$ cat src/rtl/spi_lcd_capture_pkg.sv
// Shared types and constants for the SPI LCD capture block.
// The FIFO entry carries the D/C select alongside the captured byte.
package spi_lcd_capture_pkg;

    localparam int BitsPerByte  = 8;
    localparam int ByteCntWidth = 16;

    typedef struct packed {
        logic                   dc;
        logic [BitsPerByte-1:0] data;
    } capture_entry_t;

    typedef enum logic {
        ST_IDLE  = 1'b0,
        ST_SHIFT = 1'b1
    } cap_state_e;

endpackage

$ cat src/rtl/prim_fifo_sync.sv
// Single-clock FIFO with a registered storage array and first-word fall-through read.
// A write into a full FIFO is accepted when a read retires the head in the same cycle.
module prim_fifo_sync #(
    parameter int unsigned Width = 9,
    parameter int unsigned Depth = 8
) (
    input  logic             clk_i,
    input  logic             rst_ni,
    input  logic             wvalid_i,
    output logic             wready_o,
    input  logic [Width-1:0] wdata_i,
    output logic             rvalid_o,
    input  logic             rready_i,
    output logic [Width-1:0] rdata_o
);

    localparam int unsigned PtrW  = $clog2(Depth);
    localparam int unsigned AddrW = PtrW + 1;

    logic [Width-1:0] mem_q [Depth];
    logic [PtrW:0]    wptr_q;
    logic [PtrW:0]    rptr_q;
    logic             full_s;
    logic             empty_s;
    logic             push_s;
    logic             pop_s;

    // The extra pointer bit tells full from empty when the indices match.
    assign empty_s  = (wptr_q == rptr_q);
    assign full_s   = (wptr_q[PtrW] != rptr_q[PtrW]) &&
                      (wptr_q[PtrW-1:0] == rptr_q[PtrW-1:0]);
    assign pop_s    = !empty_s && rready_i;
    assign wready_o = !full_s || pop_s;
    assign push_s   = wvalid_i && wready_o;
    assign rvalid_o = !empty_s;
    assign rdata_o  = empty_s ? {Width{1'b0}} : mem_q[rptr_q[PtrW-1:0]];

    // Storage array write port.
    always_ff @(posedge clk_i) begin
        if (push_s) begin
            mem_q[wptr_q[PtrW-1:0]] <= wdata_i;
        end
    end

    // Read and write pointers.
    always_ff @(posedge clk_i or negedge rst_ni) begin
        if (!rst_ni) begin
            wptr_q <= {AddrW{1'b0}};
            rptr_q <= {AddrW{1'b0}};
        end else begin
            if (push_s) begin
                wptr_q <= wptr_q + AddrW'(1);
            end
            if (pop_s) begin
                rptr_q <= rptr_q + AddrW'(1);
            end
        end
    end

endmodule

$ cat src/rtl/spi_lcd_capture.sv
// Passive SPI capture for an LCD write bus: oversamples SCK/COPI/CS/DC in the clk_i
// domain, assembles bytes and queues {dc, byte} for a ready/valid consumer.
module spi_lcd_capture
    import spi_lcd_capture_pkg::*;
#(
    parameter int unsigned FifoDepth = 8,
    parameter bit          Cpol      = 1'b0,
    parameter bit          MsbFirst  = 1'b1
) (
    input  logic                    clk_i,
    input  logic                    rst_ni,
    input  logic                    sck_i,
    input  logic                    copi_i,
    input  logic                    cs_ni,
    input  logic                    dc_i,
    output logic [BitsPerByte-1:0]  data_o,
    output logic                    dc_o,
    output logic                    valid_o,
    input  logic                    ready_i,
    output logic                    overflow_o,
    output logic                    frame_err_o,
    input  logic                    clear_i,
    output logic [ByteCntWidth-1:0] byte_cnt_o
);

    logic sck_q1, sck_q2, sck_q3;
    logic cs_q1, cs_q2, cs_q3;
    logic copi_q1, copi_q2;
    logic dc_q1, dc_q2;

    cap_state_e             state_q;
    logic [2:0]             bit_cnt_q;
    logic [BitsPerByte-1:0] shift_q;
    logic                   frame_err_q;
    logic                   overflow_q;
    logic [ByteCntWidth-1:0] byte_cnt_q;

    logic                   sample_edge_s;
    logic                   cs_fall_s;
    logic                   cs_rise_s;
    logic [BitsPerByte-1:0] shift_in_s;
    logic                   push_s;
    logic                   accept_s;
    logic                   drop_s;
    logic                   fifo_wready_s;
    capture_entry_t         push_entry_s;
    capture_entry_t         head_entry_s;

    // Two-flop synchronizers; the third SCK/CS stage is only used for edge detection.
    always_ff @(posedge clk_i or negedge rst_ni) begin
        if (!rst_ni) begin
            sck_q1  <= Cpol;
            sck_q2  <= Cpol;
            sck_q3  <= Cpol;
            cs_q1   <= 1'b1;
            cs_q2   <= 1'b1;
            cs_q3   <= 1'b1;
            copi_q1 <= 1'b0;
            copi_q2 <= 1'b0;
            dc_q1   <= 1'b0;
            dc_q2   <= 1'b0;
        end else begin
            sck_q1  <= sck_i;
            sck_q2  <= sck_q1;
            sck_q3  <= sck_q2;
            cs_q1   <= cs_ni;
            cs_q2   <= cs_q1;
            cs_q3   <= cs_q2;
            copi_q1 <= copi_i;
            copi_q2 <= copi_q1;
            dc_q1   <= dc_i;
            dc_q2   <= dc_q1;
        end
    end

    assign sample_edge_s = (sck_q2 != Cpol) && (sck_q3 == Cpol) && !cs_q2;
    assign cs_fall_s     = cs_q3 && !cs_q2;
    assign cs_rise_s     = !cs_q3 && cs_q2;
    assign shift_in_s    = MsbFirst ? {shift_q[BitsPerByte-2:0], copi_q2}
                                    : {copi_q2, shift_q[BitsPerByte-1:1]};

    // The eighth sample edge of a frame completes a byte and pushes it.
    assign push_s            = (state_q == ST_SHIFT) && sample_edge_s && (bit_cnt_q == 3'd7);
    assign push_entry_s.dc   = dc_q2;
    assign push_entry_s.data = shift_in_s;
    assign accept_s          = push_s && fifo_wready_s;
    assign drop_s            = push_s && !fifo_wready_s;

    // Frame state machine: bit counting, shifting and partial-byte abort detection.
    always_ff @(posedge clk_i or negedge rst_ni) begin
        if (!rst_ni) begin
            state_q     <= ST_IDLE;
            bit_cnt_q   <= 3'd0;
            shift_q     <= {BitsPerByte{1'b0}};
            frame_err_q <= 1'b0;
        end else begin
            frame_err_q <= 1'b0;
            case (state_q)
                ST_IDLE: begin
                    if (cs_fall_s) begin
                        state_q   <= ST_SHIFT;
                        bit_cnt_q <= 3'd0;
                    end
                end
                ST_SHIFT: begin
                    if (cs_rise_s) begin
                        state_q     <= ST_IDLE;
                        frame_err_q <= (bit_cnt_q != 3'd0);
                        bit_cnt_q   <= 3'd0;
                    end else if (sample_edge_s) begin
                        shift_q   <= shift_in_s;
                        bit_cnt_q <= bit_cnt_q + 3'd1;
                    end
                end
                default: begin
                    state_q   <= ST_IDLE;
                    bit_cnt_q <= 3'd0;
                end
            endcase
        end
    end

    // Sticky overflow and accepted-byte counter; a same-cycle event wins over clear.
    always_ff @(posedge clk_i or negedge rst_ni) begin
        if (!rst_ni) begin
            overflow_q <= 1'b0;
            byte_cnt_q <= {ByteCntWidth{1'b0}};
        end else begin
            if (drop_s) begin
                overflow_q <= 1'b1;
            end else if (clear_i) begin
                overflow_q <= 1'b0;
            end
            if (clear_i) begin
                byte_cnt_q <= accept_s ? ByteCntWidth'(1) : {ByteCntWidth{1'b0}};
            end else if (accept_s) begin
                byte_cnt_q <= byte_cnt_q + ByteCntWidth'(1);
            end
        end
    end

    prim_fifo_sync #(
        .Width ($bits(capture_entry_t)),
        .Depth (FifoDepth)
    ) u_fifo (
        .clk_i    (clk_i),
        .rst_ni   (rst_ni),
        .wvalid_i (push_s),
        .wready_o (fifo_wready_s),
        .wdata_i  (push_entry_s),
        .rvalid_o (valid_o),
        .rready_i (ready_i),
        .rdata_o  (head_entry_s)
    );

    assign data_o      = head_entry_s.data;
    assign dc_o        = head_entry_s.dc;
    assign overflow_o  = overflow_q;
    assign frame_err_o = frame_err_q;
    assign byte_cnt_o  = byte_cnt_q;

endmodule

$ cat config.mk
export PLATFORM = sky130hd
export DESIGN_NAME = spi_lcd_capture
export DESIGN_NICKNAME = d
export VERILOG_FILES = /design/src/rtl/spi_lcd_capture_pkg.sv /design/src/rtl/prim_fifo_sync.sv /design/src/rtl/spi_lcd_capture.sv
export SDC_FILE = /design/constraint.sdc
export NUM_CORES = 1
export LEC_CHECK = 0
export ABC_CLOCK_PERIOD_IN_PS = 2460
export CORE_AREA = 2 2 114 116
export DETAILED_ROUTE_END_ITERATION = 8
export DIE_AREA = 0 0 116 118
export MAX_ROUTING_LAYER = met4
export PLACE_DENSITY = 0.7
export SLEW_MARGIN = 10
export SYNTH_ARGS = -nofsm -noshare
export SYNTH_HDL_FRONTEND = slang
export SYNTH_HIERARCHICAL = 1
export SYNTH_SLANG_ARGS = --single-unit
$ cat constraint.sdc
create_clock -name clk_i -period 2.46 [get_ports clk_i]
set_input_delay 0.492 -clock clk_i [delete_from_list [all_inputs] [get_ports clk_i]]
set_output_delay 0.492 -clock clk_i [all_outputs]
set_load 0.01 [all_outputs]
==> results of run 1 <==
==> power breakdown <==
group          switching, mW  internal [mW]  leakage [nW]
Sequential             0.115           2.24          1.26
Clock                  0.889           1.53         0.280
Combinational          0.670          0.929         0.910
Total                   1.67           4.70          2.45
==> path summary, 6_finish.rpt <==
path | startpoint | to | slack [ns] | depth (start not counted)
max in group asynchronous | rst_ni | cs_q3 | 1.66 | 2
hold reg to reg | copi_q1 | copi_q2 | 0.35 | 0
setup reg to reg | u_fifo/rptr_q[0] | byte_cnt_o[10] | 0.09 | 9
min in group clk_i | copi_q1 | copi_q2 | 0.35 | 0
hold / removal | rst_ni | byte_cnt_o[10] | 0.13 | 1
setup / recovery | u_fifo/rptr_q[0] | data_o[0] | -0.07 | 7
==> cells by family (layout without fill, tap and decap cells) <==
kind of cell,Yosys count,after routing,synth area share [%]
DFF,119,119,67.8
and+or+nand+nor,104,104,11.1
muxes,30,30,10.8
AOI/OAI and AO/OA,28,28,3.17
buffers and inverters,24,122,2.36
xor gates and xnor gates,16,16,3.00
adders and majority gates,7,7,1.73
==> metrics by stage <==
stage               hold WS, ns  setup WS [ns]  utilization, %
floorplan                 0.196       0.000511               -
global placement          0.334         -0.174            45.7
detailed placement        0.340         -0.196            45.7
CTS                       0.139        -0.0842            51.3
global route              0.168         -0.147            51.9
finish                    0.129        -0.0681            51.9
==> cells in the final DEF, fill, tap and decap left out, types with 4 or more instances in the layout <==
cell / instances
nor3_1: 4
mux4_2: 18
nand3_1: 7
clkinv_4: 5
dfrtp_1: 43
inv_1: 9
buf_2: 10
nand4_1: 7
ha_1: 6
clkbuf_16: 18
edfxtp_1: 72
nor2_1: 20
nand2_1: 37
buf_4: 30
xnor2_1: 11
mux2i_1: 8
or3_1: 6
o21ai_0: 12
buf_6: 9
clkdlybuf4s50_1: 24
a21oi_1: 7
==> worst max-delay path, stage by stage (launching register included) <==
cell and delay (ns):
dfrtp_2 0.46, buf_12 0.15, buf_6 0.11, buf_6 0.10, mux4_2 0.42, mux2i_1 0.19, nor2_1 0.06, buf_2 0.14
==> registers in the layout, indices dropped and copies added (netlist names) <==
name	flops
u_fifo/mem_q	72
byte_cnt_o	16
shift_q	7
u_fifo/rptr_q	4
u_fifo/wptr_q	4
bit_cnt_q	3
copi_q1	1
copi_q2	1
cs_q1	1
cs_q2	1
cs_q3	1
dc_q1	1
dc_q2	1
frame_err_o	1
overflow_o	1
sck_q1	1
sck_q2	1
sck_q3	1
state_q	1
==> routing by layer <==
metal | part of all wire, % | vias up | GRT usage (%)
li1 | - | 1401 | -
met1 | 43 | 1515 | 20.5
met2 | 50 | 90 | 25.5
met3 | 5.9 | 12 | 4.69
met4 | 1.2 | 0 | 5.51
met5 | 0 | - | -
==> repair_timing <==
item                                    CTS  global route
pin swaps                                 3             4
cloned                                    1             0
resized for setup                        46            13
buffers inserted                         12             4
endpoints found under the setup margin   10            18
==> area by class of cell <==
| type | instances | share of cell area (%) |
|---|---|---|
| clock buffers | 19 | 6.87 |
| clock inverters | 13 | 2.31 |
| inverters | 10 | 0.621 |
| multi-input cells | 185 | 23.5 |
| flip-flops and latches | 119 | 51.9 |
| well taps | 172 | 3.34 |
| repair buffers | 80 | 11.5 |
==> flow_summary.ini, run 1 <==
[status]
status = finished with violations
violations = negative setup slack

[routing]
wire_per_inst_um = 16.4
drtIter0Drc = 197
post-route-drc-count = 0
vias_per_cell = 5.05
drtPass1Iterations = 4
ant_nets = 0
vias = 3018
drt-total-wl_mm = 9.83

[hold_path]
hold_path_class = in2async

[sta]
fin_skew_ns = 0.0135
slew_violations = 0
fin_crit_ns = 2.53
tightest_slew_ns = 0.898
fin_ws_ns = -0.0681
final-hold-violation-count = 0
slew_headroom_pct = 39.9
rsz0062_at_grt = true
finalCritPeriodShare_pct = 103
setup_viol = 4
setup_tns_ns = -0.119
timing.fmax_ghz = 0.396

[synthesis]
synth.cell_area_um2 = 4930
yosysTopAreaCellShare_pct = 43.9
synth.most_common_cell = edfxtp_1
syn_inst = 328
ys_ff_latch = 119
synth_cell_types = 48
ys_seq_area_share_pct = 67.8
synth_nets = 342
ys_top_cells_by_area = edfxtp_1 (44%), dfrtp_1 (22%), mux4_2 (8.2%)
yosys.area.top_type = edfxtp_1
synth_edf_count = 72
synth_common_cells = edfxtp_1 (72), dfrtp_1 (44), nand2_1 (37)
avgSynthCellArea_um2 = 15.0
synth_warnings = 6
synth_ff_type = edfxtp_1
ys_async_sr_fraction_pct = 39.5

[grt]
grt_pass1_vias = 3066
grt_pass1_wl_mm = 16.1
grt_max_degree = 30
grtUsageTotal_pct = 16.3
overflow = 0
antenna_found_initial = 0

[final_layout]
num_antenna_cells = 0
multiInputGateArea_um2 = 1510
layout-drive-gt1-share_pct = 29.3
instances_no_fill = 598
nets = 427
stdcell_area_um2 = 6440
area_growth_pct = 30.8
regArea_um2 = 3340
fill_cells = 1069

[floorplanning]
initial_utilization_pct = 39.7
core_area_um2 = 12400
die-area_um2 = 13700
rows = 41
die_w_um = 116
die_h_um = 118
io_pins = 36

[critical_path]
start_kind = flop
worstPathArrival_ns = 2.04
critPathMaxFanout = 4
crit_type = reg2out
cp-end-kind = output port
critPathRequiredTime_ns = 1.97

[clock_network]
cts_tree = built
htree_levels = 4
cts_sinks = 119
clock_latency_ns = 0.41
cts_buffers = 17
path_clk_slew_ns = 0.05
clockRootBuffer = clkbuf_16
cts_hold_buf = 0
cts_max_path_buffers = 2

[place]
globalplace.congestion = 0.803
placedCellCount = 549
dp.final_hpwl_mm = 5.96
io_buffers = 35
dpl_cell_area_um2 = 5670

[pwr]
p_leak_nw = 2.45
p_per_area_nw_per_um2 = 988
vdd_drop_max_v = 0.000499
total_power_mw = 6.37

[flow_run]
maxCapViolCount = 0
(Power assumes the default switching activity.)
==> run 2: changes to the inputs <==
--- a/config.mk
+++ b/config.mk
@@ -6,10 +6,9 @@
 export NUM_CORES = 1
 export LEC_CHECK = 0
-export ABC_CLOCK_PERIOD_IN_PS = 2460
+export ABC_CLOCK_PERIOD_IN_PS = 2360
 export CORE_AREA = 2 2 114 116
 export DETAILED_ROUTE_END_ITERATION = 8
 export DIE_AREA = 0 0 116 118
-export MAX_ROUTING_LAYER = met4
-export PLACE_DENSITY = 0.7
+export PLACE_DENSITY = 0.68
 export SLEW_MARGIN = 10
 export SYNTH_ARGS = -nofsm -noshare
==> constraint.sdc (replaced) <==
create_clock -name clk_i -period 2.36 [get_ports clk_i]
set_input_delay 0.472 -clock clk_i [delete_from_list [all_inputs] [get_ports clk_i]]
set_output_delay 0.472 -clock clk_i [all_outputs]
set_load 0.02 [all_outputs]
==> run 2 against run 1 <==
  * The run still ends with negative setup slack left
  * Final area down 0.82%
  * Utilization down 0.42 points
  * Sequential share of layout area up 0.43 points
  * Die area unchanged
  * Non-clock buffer count down 6
  * Critical path depth down 2
  * Hold slack worse by 0.090 ns
  * Largest cell class unchanged
==> flow_summary.ini, run 2 (synthesis results as in run 1) <==
[sta]
setup_viol = 7
fin_ws_ns = -0.0426
slew_headroom_pct = 57.3
finalCritPeriodShare_pct = 102
slew_violations = 0
timing.fmax_ghz = 0.416
setup_tns_ns = -0.190
fin_crit_ns = 2.40
tightest_slew_ns = 0.638
rsz0062_at_grt = true
fin_skew_ns = 0.00586
final-hold-violation-count = 0

[routing]
wire_per_inst_um = 15.7
vias = 2875
drtPass1Iterations = 4
vias_per_cell = 4.86
drtIter0Drc = 144
post-route-drc-count = 0
drt-total-wl_mm = 9.27
ant_nets = 0

[critical_path]
r2r-start = u_fifo/rptr_q[0]
crit_family = multiplexers
rr_worst_depth = 9
worstPathArrival_ns = 1.93
start_kind = flop
critPathRequiredTime_ns = 1.89
path_buf_inv = 2
critPathMaxFanout = 8
crit_chain = buf_12 > mux4_2 > mux2i_2 > nor2_1 > buf_2
max_stage_delay_ns = 0.51
rrSetupSlack_ns = -0.04
cp-end-kind = output port
crit_type = reg2out
r2r_end = byte_cnt_o[11]
crit_slowest_cell = mux4_2

[final_layout]
num_antenna_cells = 0
regArea_um2 = 3340
mostFrequentLayoutCells = edfxtp_1 (72), dfrtp_1 (43), nand2_1 (37)
nets = 421
fill_cells = 1057
layout-drive-gt1-share_pct = 28.8
largest_register_ffs = 72
area_growth_pct = 29.7
final_common_cell = edfxtp_1
instances_no_fill = 592
multiInputGateArea_um2 = 1520

[clock_network]
clockRootBuffer = clkbuf_16
path_clk_slew_ns = 0.05
cts_hold_buf = 0
cts_buffers = 17
cts_max_path_buffers = 2
cts_tree = built
clock_latency_ns = 0.41
htree_levels = 4
cts_sinks = 119

[grt]
antenna_found_initial = 0
grt_pass1_vias = 3010
grtUsageTotal_pct = 14.8
grt_max_degree = 48
overflow = 0
grt_pass1_wl_mm = 15.0

[place]
globalplace.congestion = 0.768
io_buffers = 35
pre_cts_slack_ns = -0.229
placedCellCount = 556
dp.final_hpwl_mm = 5.87

[pwr]
vdd_drop_max_v = 0.000658
total_power_mw = 6.67
p_leak_nw = 2.42
p_per_area_nw_per_um2 = 1040

[floorplanning]
die_h_um = 118
rows = 41
initial_utilization_pct = 39.7
core_area_um2 = 12400
die_w_um = 116
die-area_um2 = 13700
io_pins = 36

[status]
violations = negative setup slack
status = finished with violations

[flow_run]
maxCapViolCount = 0

[hold_path]
hold_path_class = in2async
run 2: cell count changes in the layout (fill, tap and decap cells not counted), moves of 2 or more:
| cell | delta |
|---|---|
| buf_8 | -2 |
| clkinv_4 | -4 |
| buf_6 | -8 |
| buf_4 | +5 |
| clkinv_1 | +3 |
| bufinv_16 | +2 |
run 2: layout make-up:
class                      count  share of cell area (%)
clock buffer                  20                    7.14
tap                          172                    3.37
clock inverter                12                    2.70
inverter                      10                   0.626
multi-input combinational    185                    23.8
timing repair buffer          74                    10.1
sequential                   119                    52.3
run 2: per-stage QoR:
step | area (um2) | utilization, % | hold WS, ns
after floorplan | 4930 | - | 0.176
after global placement | 5720 | 46.1 | 0.333
after detailed placement | 5720 | 46.1 | 0.335
after CTS | 6400 | 51.6 | 0.0422
after global routing | 6390 | 51.5 | 0.0479
final | 6390 | 51.5 | 0.0386
run 2: worst max-delay path by stage:
stage	start	to	slack, ns	cells past startpoint
global placement	ready_i	byte_cnt_o[15]	-0.17	7
floorplan	sck_q2	u_fifo/mem_q[4][0]	-0.1	7
global route	u_fifo/rptr_q[0]	byte_cnt_o[12]	-0.14	9
detailed placement	ready_i	byte_cnt_o[15]	-0.23	7
CTS	u_fifo/rptr_q[0]	data_o[3]	-0.08	5
finish	u_fifo/rptr_q[0]	data_o[3]	-0.04	5
run 2: repair_timing:
action,CTS,global route
cloned,1,0
gates resized for setup,52,6
buffers inserted,2,3
pin swaps,5,5
endpoints found under the setup margin,22,55
run 2: routing by layer:
| layer | track usage, % | share of wire, % |
|---|---|---|
| met4 | 5.06 | 0.72 |
| met2 | 23.6 | 51 |
| met3 | 5.51 | 4.7 |
| met5 | 0 | 0 |
| met1 | 18.7 | 44 |
run 2: worst register-to-register path, stage by stage (launching register included):
cell and delay [ns]:
dfrtp_2 0.46, buf_4 0.18, xnor2_2 0.13, buf_4 0.13
nand4b_1 0.20, or2_4 0.17, nand2_1 0.06, or4_4 0.46
or3_1 0.36, a21oi_1 0.15
run 2: where the power goes:
group	switching [mW]	internal, mW
Combinational	0.740	0.781
Clock	0.876	1.82
Sequential	0.120	2.34
Total	1.74	4.93
